[src/rtl/uart_rx_pkt_ctrl.sv]
// Packet framer behind uart_rx: SYNC, CMD, LEN, payload, CHK -> validated, buffered packet.
// Optional inter-byte timeout is compiled in with `define UART_PKT_TIMEOUT_EN.
module uart_rx_pkt_ctrl #(
   parameter logic [7:0] SYNC_BYTE     = 8'hA5,
   parameter int         MAX_LEN       = 16,
   parameter int         ADDR_W        = 4,
   parameter int         TIMEOUT_TICKS = 40
) (
   input  logic              clk,
   input  logic              rst,
   input  logic              baud_tick,
   input  logic [7:0]        rx_data,
   input  logic              rx_done,
   input  logic [ADDR_W-1:0] rd_addr,
   output logic [7:0]        rd_data,
   output logic              pkt_valid,
   output logic [7:0]        pkt_cmd,
   output logic [7:0]        pkt_len,
   input  logic              pkt_ack,
   output logic              busy,
   output logic              err_chk,
   output logic              err_len,
   output logic              err_drop,
   output logic              err_timeout,
   output logic [2:0]        dbg_state
);

   typedef enum logic [2:0] {
      S_HUNT = 3'd0,
      S_CMD  = 3'd1,
      S_LEN  = 3'd2,
      S_PAY  = 3'd3,
      S_CHK  = 3'd4
   } state_t;

   localparam logic [8:0] MAX_LEN_L = 9'(MAX_LEN);

   state_t     state, state_nx;
   logic [7:0] chk_acc, chk_acc_nx;
   logic [7:0] wr_idx, wr_idx_nx;
   logic [7:0] cmd_r, cmd_nx;
   logic [7:0] len_r, len_nx;
   logic       err_chk_nx, err_len_nx, err_drop_nx, err_timeout_nx;
   logic       valid_set;
   logic       wr_en;
   logic       byte_in;
   logic       tout_hit;
   logic [7:0] wr_idx_inc;

   logic [7:0] pay_mem [2**ADDR_W];

   // A pending ack releases the lock in the same cycle, so the byte is parsed, not dropped.
   assign byte_in    = rx_done && (!pkt_valid || pkt_ack);
   assign busy       = (state != S_HUNT);
   assign dbg_state  = state;
   assign wr_idx_inc = wr_idx + 8'd1;

`ifdef UART_PKT_TIMEOUT_EN
   localparam int TW = $clog2(TIMEOUT_TICKS + 1);
   logic [TW-1:0] tick_cnt;

   assign tout_hit = busy && !rx_done && baud_tick && (tick_cnt == TW'(TIMEOUT_TICKS - 1));

   always_ff @(posedge clk or posedge rst) begin
      if (rst)
         tick_cnt <= '0;
      else if (!busy || rx_done || tout_hit)
         tick_cnt <= '0;
      else if (baud_tick)
         tick_cnt <= tick_cnt + TW'(1);
   end
`else
   assign tout_hit = 1'b0;
`endif

   always_comb begin
      state_nx       = state;
      chk_acc_nx     = chk_acc;
      wr_idx_nx      = wr_idx;
      cmd_nx         = cmd_r;
      len_nx         = len_r;
      err_chk_nx     = 1'b0;
      err_len_nx     = 1'b0;
      err_drop_nx    = rx_done && pkt_valid && !pkt_ack;
      err_timeout_nx = 1'b0;
      valid_set      = 1'b0;
      wr_en          = 1'b0;

      if (tout_hit) begin
         state_nx       = S_HUNT;
         err_timeout_nx = 1'b1;
      end else if (byte_in) begin
         case (state)
            S_HUNT: begin
               if (rx_data == SYNC_BYTE) begin
                  state_nx   = S_CMD;
                  chk_acc_nx = 8'h00;
                  wr_idx_nx  = 8'h00;
               end
            end
            S_CMD: begin
               cmd_nx     = rx_data;
               chk_acc_nx = chk_acc ^ rx_data;
               state_nx   = S_LEN;
            end
            S_LEN: begin
               len_nx     = rx_data;
               chk_acc_nx = chk_acc ^ rx_data;
               if ({1'b0, rx_data} > MAX_LEN_L) begin
                  err_len_nx = 1'b1;
                  state_nx   = S_HUNT;
               end else if (rx_data == 8'h00) begin
                  state_nx = S_CHK;
               end else begin
                  state_nx = S_PAY;
               end
            end
            S_PAY: begin
               wr_en      = 1'b1;
               chk_acc_nx = chk_acc ^ rx_data;
               wr_idx_nx  = wr_idx_inc;
               if (wr_idx_inc == len_r)
                  state_nx = S_CHK;
            end
            S_CHK: begin
               state_nx = S_HUNT;
               if (rx_data == chk_acc)
                  valid_set = 1'b1;
               else
                  err_chk_nx = 1'b1;
            end
            default: state_nx = S_HUNT;
         endcase
      end
   end

   always_ff @(posedge clk or posedge rst) begin
      if (rst)
         state <= S_HUNT;
      else
         state <= state_nx;
   end

   always_ff @(posedge clk or posedge rst) begin
      if (rst) begin
         chk_acc     <= 8'h00;
         wr_idx      <= 8'h00;
         cmd_r       <= 8'h00;
         len_r       <= 8'h00;
         err_chk     <= 1'b0;
         err_len     <= 1'b0;
         err_drop    <= 1'b0;
         err_timeout <= 1'b0;
      end else begin
         chk_acc     <= chk_acc_nx;
         wr_idx      <= wr_idx_nx;
         cmd_r       <= cmd_nx;
         len_r       <= len_nx;
         err_chk     <= err_chk_nx;
         err_len     <= err_len_nx;
         err_drop    <= err_drop_nx;
         err_timeout <= err_timeout_nx;
      end
   end

   // Held packet descriptor; only a validated CHK byte updates it.
   always_ff @(posedge clk or posedge rst) begin
      if (rst) begin
         pkt_valid <= 1'b0;
         pkt_cmd   <= 8'h00;
         pkt_len   <= 8'h00;
      end else if (valid_set) begin
         pkt_valid <= 1'b1;
         pkt_cmd   <= cmd_r;
         pkt_len   <= len_r;
      end else if (pkt_ack) begin
         pkt_valid <= 1'b0;
      end
   end

   always_ff @(posedge clk) begin
      if (wr_en)
         pay_mem[wr_idx[ADDR_W-1:0]] <= rx_data;
   end

   always_ff @(posedge clk or posedge rst) begin
      if (rst)
         rd_data <= 8'h00;
      else
         rd_data <= pay_mem[rd_addr];
   end

endmodule

[config.mk]
export PLATFORM = sky130hd
export DESIGN_NAME = uart_rx_pkt_ctrl
export DESIGN_NICKNAME = d
export VERILOG_FILES = /design/src/rtl/uart_rx_pkt_ctrl.sv
export SDC_FILE = /design/constraint.sdc
export NUM_CORES = 1
export LEC_CHECK = 0
export CAP_MARGIN = 20
export CORE_ASPECT_RATIO = 1.75
export CORE_MARGIN = 1
export CORE_UTILIZATION = 60
export CTS_BUF_LIST = sky130_fd_sc_hd__clkbuf_8
export DETAILED_ROUTE_END_ITERATION = 10
export PLACE_DENSITY = 0.81
export SYNTH_ARGS = -nofsm -noshare
export SYNTH_HDL_FRONTEND = slang
export SYNTH_SLANG_ARGS = --single-unit
[constraint.sdc]
create_clock -name clk -period 3.47 [get_ports clk]
set_clock_uncertainty 0.2 [all_clocks]
set_input_delay 0.694 -clock clk [delete_from_list [all_inputs] [get_ports clk]]
set_output_delay 0.694 -clock clk [all_outputs]
set_load 0.1 [all_outputs]
### Yosys cells after proc, flatten, opt, wreduce, memory -nomap -nowiden

Memory sizes are Yosys's and may differ from the RTL's. A register that Yosys moved wholly into a read port is not among the register bits.
Index checks and enable logic that the tools add are counted.

| storage, ports and cells | value |
|---|---|
| register bits | 55 |
| memory bits (writable) | 128 |
| input port bits | 17 |
| output and inout bits | 33 |
| logic and storage cells | 65 |
| memories | 1 |

| operators by class | value |
|---|---|
| $add $sub $neg | 1 |
| magnitude comparators | 1 |
| equal/unequal tests | 9 |
| mux-type cells | 23 |
| bitwise operators | 1 |
| reduce and logical (&&, ||, !) cells | 18 |

Memory list:

| name | depth | bits a word | rd ports | clocked after Yosys merged registers in | wr ports | line | source |
|---|---|---|---|---|---|---|---|
| pay_mem | 16 | 8 | 1 | 1 | 1 | 50 | `logic [7:0] pay_mem [2**ADDR_W];` |

Operator list:

| cell | count |
|---|---|
| 8-bit one-hot mux with 2 select lines | 2 |
| 8-bit == test | 2 |
| 1-bit 2-to-1 mux | 15 |
| 3-bit 2-to-1 mux | 4 |
| 3-bit one-hot mux with 4 select lines | 1 |
| 3-bit AND reduction | 3 |
| 8-bit by 1-bit adder with 8-bit output, second input constant | 1 |
| 8-bit == test, second input constant | 1 |
| 8-bit by 5-bit greater-than comparator with 1-bit output, second input constant | 1 |
| 8-bit logical NOT | 1 |
| 8-bit 2-to-1 mux | 1 |
| 8-bit bitwise XOR | 1 |
| 3-bit by 2-bit == test with 1-bit output, second input constant | 2 |
| 2-bit nonzero test | 3 |
| 2-bit != test, second input constant | 2 |
| 2-bit AND reduction | 2 |
| 3-bit by 1-bit == test with 1-bit output, second input constant | 1 |
| 3-bit == test, second input constant | 1 |
| 1-bit logical AND | 3 |
| 3-bit logical NOT | 1 |
| 3-bit nonzero test | 1 |
| 3-bit OR reduction | 1 |
| 1-bit logical NOT | 2 |
| 1-bit logical OR | 1 |

### Logic depth before layout (Yosys ltp)

Gate-level depths: netlist of the first run.

| depth | value |
|---|---|
| depth in word-level cells | 6 |
| mapped depth | 8 |
| depth with buffers taken out | 7 |

### Worst setup path after synthesis of the first run

OpenSTA, ideal clock, no wires.

| timing | value |
|---|---|
| path kind | register to register |
| start | register state[1] (netlist: dbg_state[1]) |
| end | memory pay_mem[3][0], enable pin |
| data arrival time | 2412 ps |
| setup slack | 474 ps |
| stages on the path, launching flop included | 6 |
| path buffers | 0 |
| cell sequence | dfrtp_1 > and2b_2 > nand2_1 > nor2_1 > nand2_1 > nor3_1 |

| on the way | value |
|---|---|
| cells in the longest elaborated chain, start to end | 5 |

Ends and longest elaborated chain:

| element | line | source |
|---|---|---|
| start: declaration | 38 | `state_t state, state_nx;` |
| start signal: assignment | 141 | `state <= state_nx;` |
| 3-bit by 2-bit == test with 1-bit output | 93 | `case (state)` |
| 1-bit 2-to-1 mux | 93 |  |
| 1-bit 2-to-1 mux | 92 | `end else if (byte_in) begin` |
| 1-bit 2-to-1 mux | 182 | `if (wr_en)` |
| 1-bit 2-to-1 mux (not written as such) | 183 | `pay_mem[wr_idx[ADDR_W-1:0]] <= rx_data;` |
| end: declaration | 50 |  |

No other way between the ends.

### Worst setup path in the final report of the first run

| timing | value |
|---|---|
| start | input port rx_data[1] |
| end | register chk_acc[7] |

| on the way | value |
|---|---|
| cells in the longest elaborated chain, start to end | 3 |

Ends and longest elaborated chain:

| element | line | source |
|---|---|---|
| start: declaration | 12 | `input logic [7:0] rx_data,` |
| 8-bit == test | 95 | `if (rx_data == SYNC_BYTE) begin` |
| 2-bit != test (no line) | n/a |  |
| 3-bit AND reduction (no line) | n/a |  |
| end signal: assignment | 155 | `chk_acc <= chk_acc_nx;` |
| end: declaration | 39 | `logic [7:0] chk_acc, chk_acc_nx;` |

No other way between the ends.
A chain may end at the register's enable or synchronous reset.

==> results.cfg, run 1 <==
[run_status]
outcome = finished, final reports clean

[detailed_routing]
firstDrtPassIters = 5
wl_per_cell_um = 20.9
wl_um = 15200
vias_per_cell = 5.94
vias = 4304
antenna_left = 0
drc = 0
drt_iter0_markers = 345

[finish]
seqCellArea_um2 = 5420
multi_input_area_um2 = 2320
area_growth_syn_to_layout_pct = 14.6
mostFrequentLayoutCell = edfxtp_1
diodes = 0
fillers = 807
final_area_um2 = 9050
num-nets-final = 562
final_cell_mix = 128 x edfxtp_1, 63 x dfrtp_1, 62 x buf_4
layout-drive-gt1-share_pct = 32.9

[grt]
overflow = 0
grt_usage_pct = 24.8
grt_pass1_wl_um = 24100
antenna_found_initial = 0
grt_max_degree = 64
grt_pass1_vias = 4568

[logic_synthesis]
netlist.area_leader.share_pct = 48.7
synth_cells = 465
synth.distinct_cells = 58
synth_compound_area_share_pct = 3.53
yosysTopAreaCell = edfxtp_1
synth-edff-count = 128
synthArstFlopShare_pct = 33.0
synthSimpleGateAreaFrac_pct = 7.11
synth_nets = 486
ys_seq_area_share_pct = 68.6
synthAdderAreaFrac_pct = 0.634
synth_xor_xnor_area_share_pct = 2.00
synth_ff_type = edfxtp_1
synth_top_family_by_area = multiplexers
synth_mux_area_share_pct = 16.1
synth_area_leaders = edfxtp_1 49%, dfrtp_1 20%, mux4_2 11%
synth_area_um2 = 7900
syn_area_per_cell_um2 = 17.0
synth_seq_cells = 191
yosysWarnings = 0

[floorplan]
start_util_pct = 61.4
fp-row-count = 55
die_h_um = 154
core_area_um2 = 12900
dieArea_um2 = 13600
io_pins = 50
die_w_um = 88.7

[pwr]
p_clk_share_pct = 25.9
peakVddDrop_v = 0.000678
powerDensity_nw_per_um2 = 631
total_power_w = 0.00571
p_sw_w = 0.00180
seqPwrFrac_pct = 50.7
p_leak_nw = 3.35
internal_power_w = 0.00392
combPwrFrac_pct = 23.4
sw_frac_of_total_pct = 31.5

[clock_tree]
postCtsSetupBuffers = 0
cts_tree = yes
clock_latency_ns = 0.45
htree_levels = 4
ctsHoldBuffers = 0
cts_root_buf = clkbuf_8
cts-buffers-inserted = 17
clkSinkCount = 191
clk_path_buf_depth = 2
cts.clk_slew.worst_paths_ns = 0.09
cts_resized = 0

[critical_path]
cp.required_ns = 3.60
crit_fanout = 12
cp-start-kind = primary input
crit_type = primary input to register
worstPathArrival_ns = 2.71
end_kind = register

[place]
hpwl_um = 10500
portBuffers = 47
gp_congestion = 0.843
place_area_um2 = 8640

[timing]
tns_ns = 0
slew_headroom_pct = 45.5
grt_setup_unrepaired = false
setup_violations = 0
fmax_ghz = 0.388
tightest_slew_ns = 0.817
fin_crit_sh_pct = 74.3
fin_crit_ns = 2.58
report.final.slew_viol_count = 0
finalHoldViolCount = 0

[hold_path]
min_path_type = register to register

[run]
maxCapViolCount = 0
-- critical path: stages --
cell and delay (ns):
clkdlybuf4s50_1 0.56, buf_4 0.26, nor4_1 0.27, nand2_1 0.13, a21oi_2 0.25, nand2b_1 0.22
o21ai_0 0.20, o21ai_0 0.12
-- flip-flops by register name (all words and copies together) (netlist names) --
name,cells
rd_data,8
pkt_valid,1
chk_acc,8
cmd_r,8
pkt_len,8
pay_mem,128
pkt_cmd,8
dbg_state,3
err_drop,1
wr_idx,8
len_r,8
err_chk,1
err_len,1
-- worst paths after layout --
kind / startpoint / end / slack [ns] / cells past startpoint
min in group asynchronous: rst / pkt_cmd[2]$_DFFE_PP0P_ / 0.58 / 3
worst max register to register: wr_idx[0]$_DFFE_PP0P_ / dbg_state[0]$_DFFE_PP0P_ / 0.99 / 7
max in group asynchronous: rst / wr_idx[2]$_DFFE_PP0P_ / 1.93 / 3
worst max-delay path: rx_data[1] / chk_acc[7]$_DFFE_PP0P_ / 0.89 / 8
worst min-delay path: cmd_r[1]$_DFFE_PP0P_ / cmd_r[1]$_DFFE_PP0P_ / 0.31 / 1
worst min register to register: cmd_r[1]$_DFFE_PP0P_ / cmd_r[1]$_DFFE_PP0P_ / 0.31 / 1
-- cell usage after synthesis, drive strengths merged (7+ instances only) --
library cell,n
edfxtp,128
dfrtp,63
mux4,40
nor2,36
mux2,32
o21ai,28
nand2,19
xnor2,15
clkbuf,12
nand2b,11
buf,10
inv,8
nor3,8
nand3,7
-- power groups by stage --
| stage | registers [W] | clock network, W | logic [W] |
|---|---|---|---|
| finish | 0.00290 | 0.00148 | 0.00134 |
| global route | 0.00293 | 0.00159 | 0.00144 |
| CTS | 0.00289 | 0.00150 | 0.00134 |
| detailed placement | 0.00294 | 0 | 0.00133 |
| global placement | 0.00293 | 0 | 0.00129 |
| floorplan | 0.00311 | 0 | 0.000833 |
-- kinds of logic (layout without fill, tap and decap cells) --
kind of cell / count (synthesis) / count (layout)
other cells: 1 / 1
compound gates: 43 / 43
buf+inv: 30 / 119
fa+ha+maj: 4 / 4
xor+xnor: 18 / 18
flops: 191 / 191
simple gates: 105 / 105
mux: 73 / 73
-- area by class of cell --
type | count | area share [%]
tap | 171 | 2.36
timing repair buffer | 79 | 7.19
inverter | 8 | 0.332
multi-input combinational | 244 | 25.7
clock buffer | 18 | 2.74
clock inverter | 14 | 1.85
sequential | 191 | 59.9
-- through the flow --
| step | hold slack [ns] | util (%) | std cells | worst slack (ns) |
|---|---|---|---|---|
| final | 0.312 | 70.4 | 725 | 0.890 |
| after global routing | 0.334 | 70.4 | 725 | 0.744 |
| after CTS | 0.312 | 70.4 | 725 | 0.894 |
| after detailed placement | 0.288 | 67.1 | 693 | 0.436 |
| after global placement | 0.288 | 67.1 | 693 | 0.471 |
| after floorplan | 0.274 | - | 465 | 0.474 |
-- routing by layer --
layer	vias up	GRT usage [%]	share of wire, %
met5	-	0	0
met4	0	13.1	4.2
met3	39	5.05	4.1
met2	152	42.2	55
met1	2192	29.2	37
li1	1921	-	-
No activity file was read; power rests on OpenSTA's default activity.
==> inputs of run 2 (changes only) <==
Clock period 3.47 ns to 2.4 ns, I/O delays scaled along.
==> results.cfg, run 2 (synthesis gave the netlist of run 1 again) <==
[pwr]
p_clk_share_pct = 23.1
combPwrFrac_pct = 26.6
p_sw_w = 0.00279
total_power_w = 0.00831
p_leak_nw = 3.51
powerDensity_nw_per_um2 = 878
peakVddDrop_v = 0.000997
seqPwrFrac_pct = 50.3
internal_power_w = 0.00552
sw_frac_of_total_pct = 33.6

[critical_path]
crit_type = primary input to register
cp-start-kind = primary input
cp_slowest_cell = clkdlybuf4s50_1
end_kind = register
reg2reg_depth = 7
reg2reg_to = dbg_state[0]$_DFFE_PP0P_
worstPathArrival_ns = 2.43
crit_family = buffers and inverters
cp.depth = 7
cp_slowest_stage_delay_ns = 0.51
rr_startpoint = wr_idx[0]$_DFFE_PP0P_
crit_fanout = 5
path_cells = clkdlybuf4s50_1 > buf_4 > nor4_1 > nand2_1 > mux2i_1 > nor4_2 > o32a_1
r2r_slack_ns = 0.13
critPathBufInv = 2
cp.required_ns = 2.54

[finish]
multi_input_area_um2 = 2380
final_cell_mix = 128 x edfxtp_1, 83 x buf_4, 59 x dfrtp_1
final_area_um2 = 9460
layout-drive-gt1-share_pct = 39.1
largest_register_ffs = 128
fillers = 790
area_growth_syn_to_layout_pct = 19.7
mostFrequentLayoutCell = edfxtp_1
num-nets-final = 595
fin_cells = 757
seqCellArea_um2 = 5430
diodes = 0

[clock_tree]
clkSinkCount = 191
htree_levels = 4
cts_tree = yes
ctsHoldBuffers = 0
cts-buffers-inserted = 17
clock_latency_ns = 0.45
cts_resized = 0
postCtsSetupBuffers = 0
clk_path_buf_depth = 2
cts.clk_slew.worst_paths_ns = 0.10
cts_root_buf = clkbuf_8

[run_status]
outcome = finished, final reports clean

[detailed_routing]
vias = 4521
wl_per_cell_um = 21.9
vias_per_cell = 5.97
drc = 0
antenna_left = 0
firstDrtPassIters = 7
drt_iter0_markers = 202
wl_um = 16600

[floorplan]
die_w_um = 88.7
die_h_um = 154
dieArea_um2 = 13600
fp-row-count = 55
start_util_pct = 61.4
io_pins = 50
core_area_um2 = 12900

[grt]
grtUsageMet3_pct = 4.51
grt_max_degree = 64
grt_pass1_vias = 4842
antenna_found_initial = 0
met1_usage_pct = 31.1
use_met2_pct = 47.9
grt_pass1_wl_um = 26100
busiest_layer = met2
grt_usage_pct = 27.0
overflow = 0

[place]
place_area_um2 = 9080
portBuffers = 47
pre_cts_ws_ns = -0.321
gp_congestion = 0.889
dp.cells = 726
hpwl_um = 12200

[run]
maxCapViolCount = 0

[timing]
report.final.slew_viol_count = 0
worst_slack_ns = 0.104
fmax_ghz = 0.436
fin_crit_sh_pct = 95.7
finalHoldViolCount = 0
fin_crit_ns = 2.30
grt_setup_unrepaired = true
setup_violations = 0
tns_ns = 0

[hold_path]
min_path_type = primary input to async pin
run 2: cell types whose count changed in the layout (fill, tap and decap cells not counted), moves of 2 or more:
cell / delta
buf_4: +21
dfrtp_1: -4
bufinv_16: -3
dfrtp_2: +4
nor2_1: -2
inv_1: -4
buf_12: +12
inv_6: -2
nor3_4: +3
nor2_2: +2
clkinv_4: +2
nor3_1: -4
inv_8: +4
run 2: per-stage QoR:
step | util (%) | hold slack [ns]
floorplan | - | 0.274
CTS | 73.4 | 0.185
global route | 73.5 | 0.229
detailed placement | 70.6 | 0.296
global placement | 70.6 | 0.286
finish | 73.5 | 0.186
run 2: worst max path at each step:
stage / endpoint / slack [ns] / startpoint
6_report: dbg_state[0]$_DFFE_PP0P_ / 0.10 / rx_data[2]
5_1_grt: dbg_state[0]$_DFFE_PP0P_ / -0.005 / wr_idx[0]$_DFFE_PP0P_
4_1_cts: dbg_state[0]$_DFFE_PP0P_ / 0.06 / wr_idx[0]$_DFFE_PP0P_
3_5_place_dp: dbg_state[1]$_DFFE_PP0P_ / -0.32 / rx_data[0]
3_3_place_gp: wr_idx[5]$_DFFE_PP0P_ / -0.21 / rx_data[3]
2_1_floorplan: pay_mem[11][0]$_DFFE_PP_ / -0.07 / dbg_state[1]$_DFFE_PP0P_
run 2: layout make-up:
type | count | share of cell area, %
clock buffer | 17 | 2.47
clock inverter | 14 | 1.39
inverter | 8 | 0.317
multi-input combinational | 244 | 25.1
sequential | 191 | 57.4
tap | 171 | 2.26
timing repair buffer | 112 | 11.1
run 2: power groups by stage:
stage | logic (W) | registers [W] | clock network [W]
after floorplan | 0.00124 | 0.00450 | 0
after global placement | 0.00212 | 0.00421 | 0
after detailed placement | 0.00220 | 0.00424 | 0
after CTS | 0.00221 | 0.00417 | 0.00196
after global routing | 0.00236 | 0.00421 | 0.00209
final | 0.00221 | 0.00418 | 0.00192
run 2: routing by layer:
metal  vias to the layer above  routed length [um]
met1                      2327                5770
met4                         0                 670
met5                         -                   0
met2                       167                9470
met3                        41                 647
li1                       1986                   -
run 2: worst register-to-register path: stages, from the launching register on:
cell and delay (ns):
dfrtp_1 0.43, ha_2 0.24, and2_1 0.18, o21ai_0 0.17, a31oi_1 0.15, a2111oi_4 0.40
nor2_2 0.05, o32a_1 0.34
==> inputs of run 3 (changes only) <==
Settings changed: CAP_MARGIN 20 to default.
==> results of run 3 <==
Final layout, timing and power as in run 2 (identical DEF).
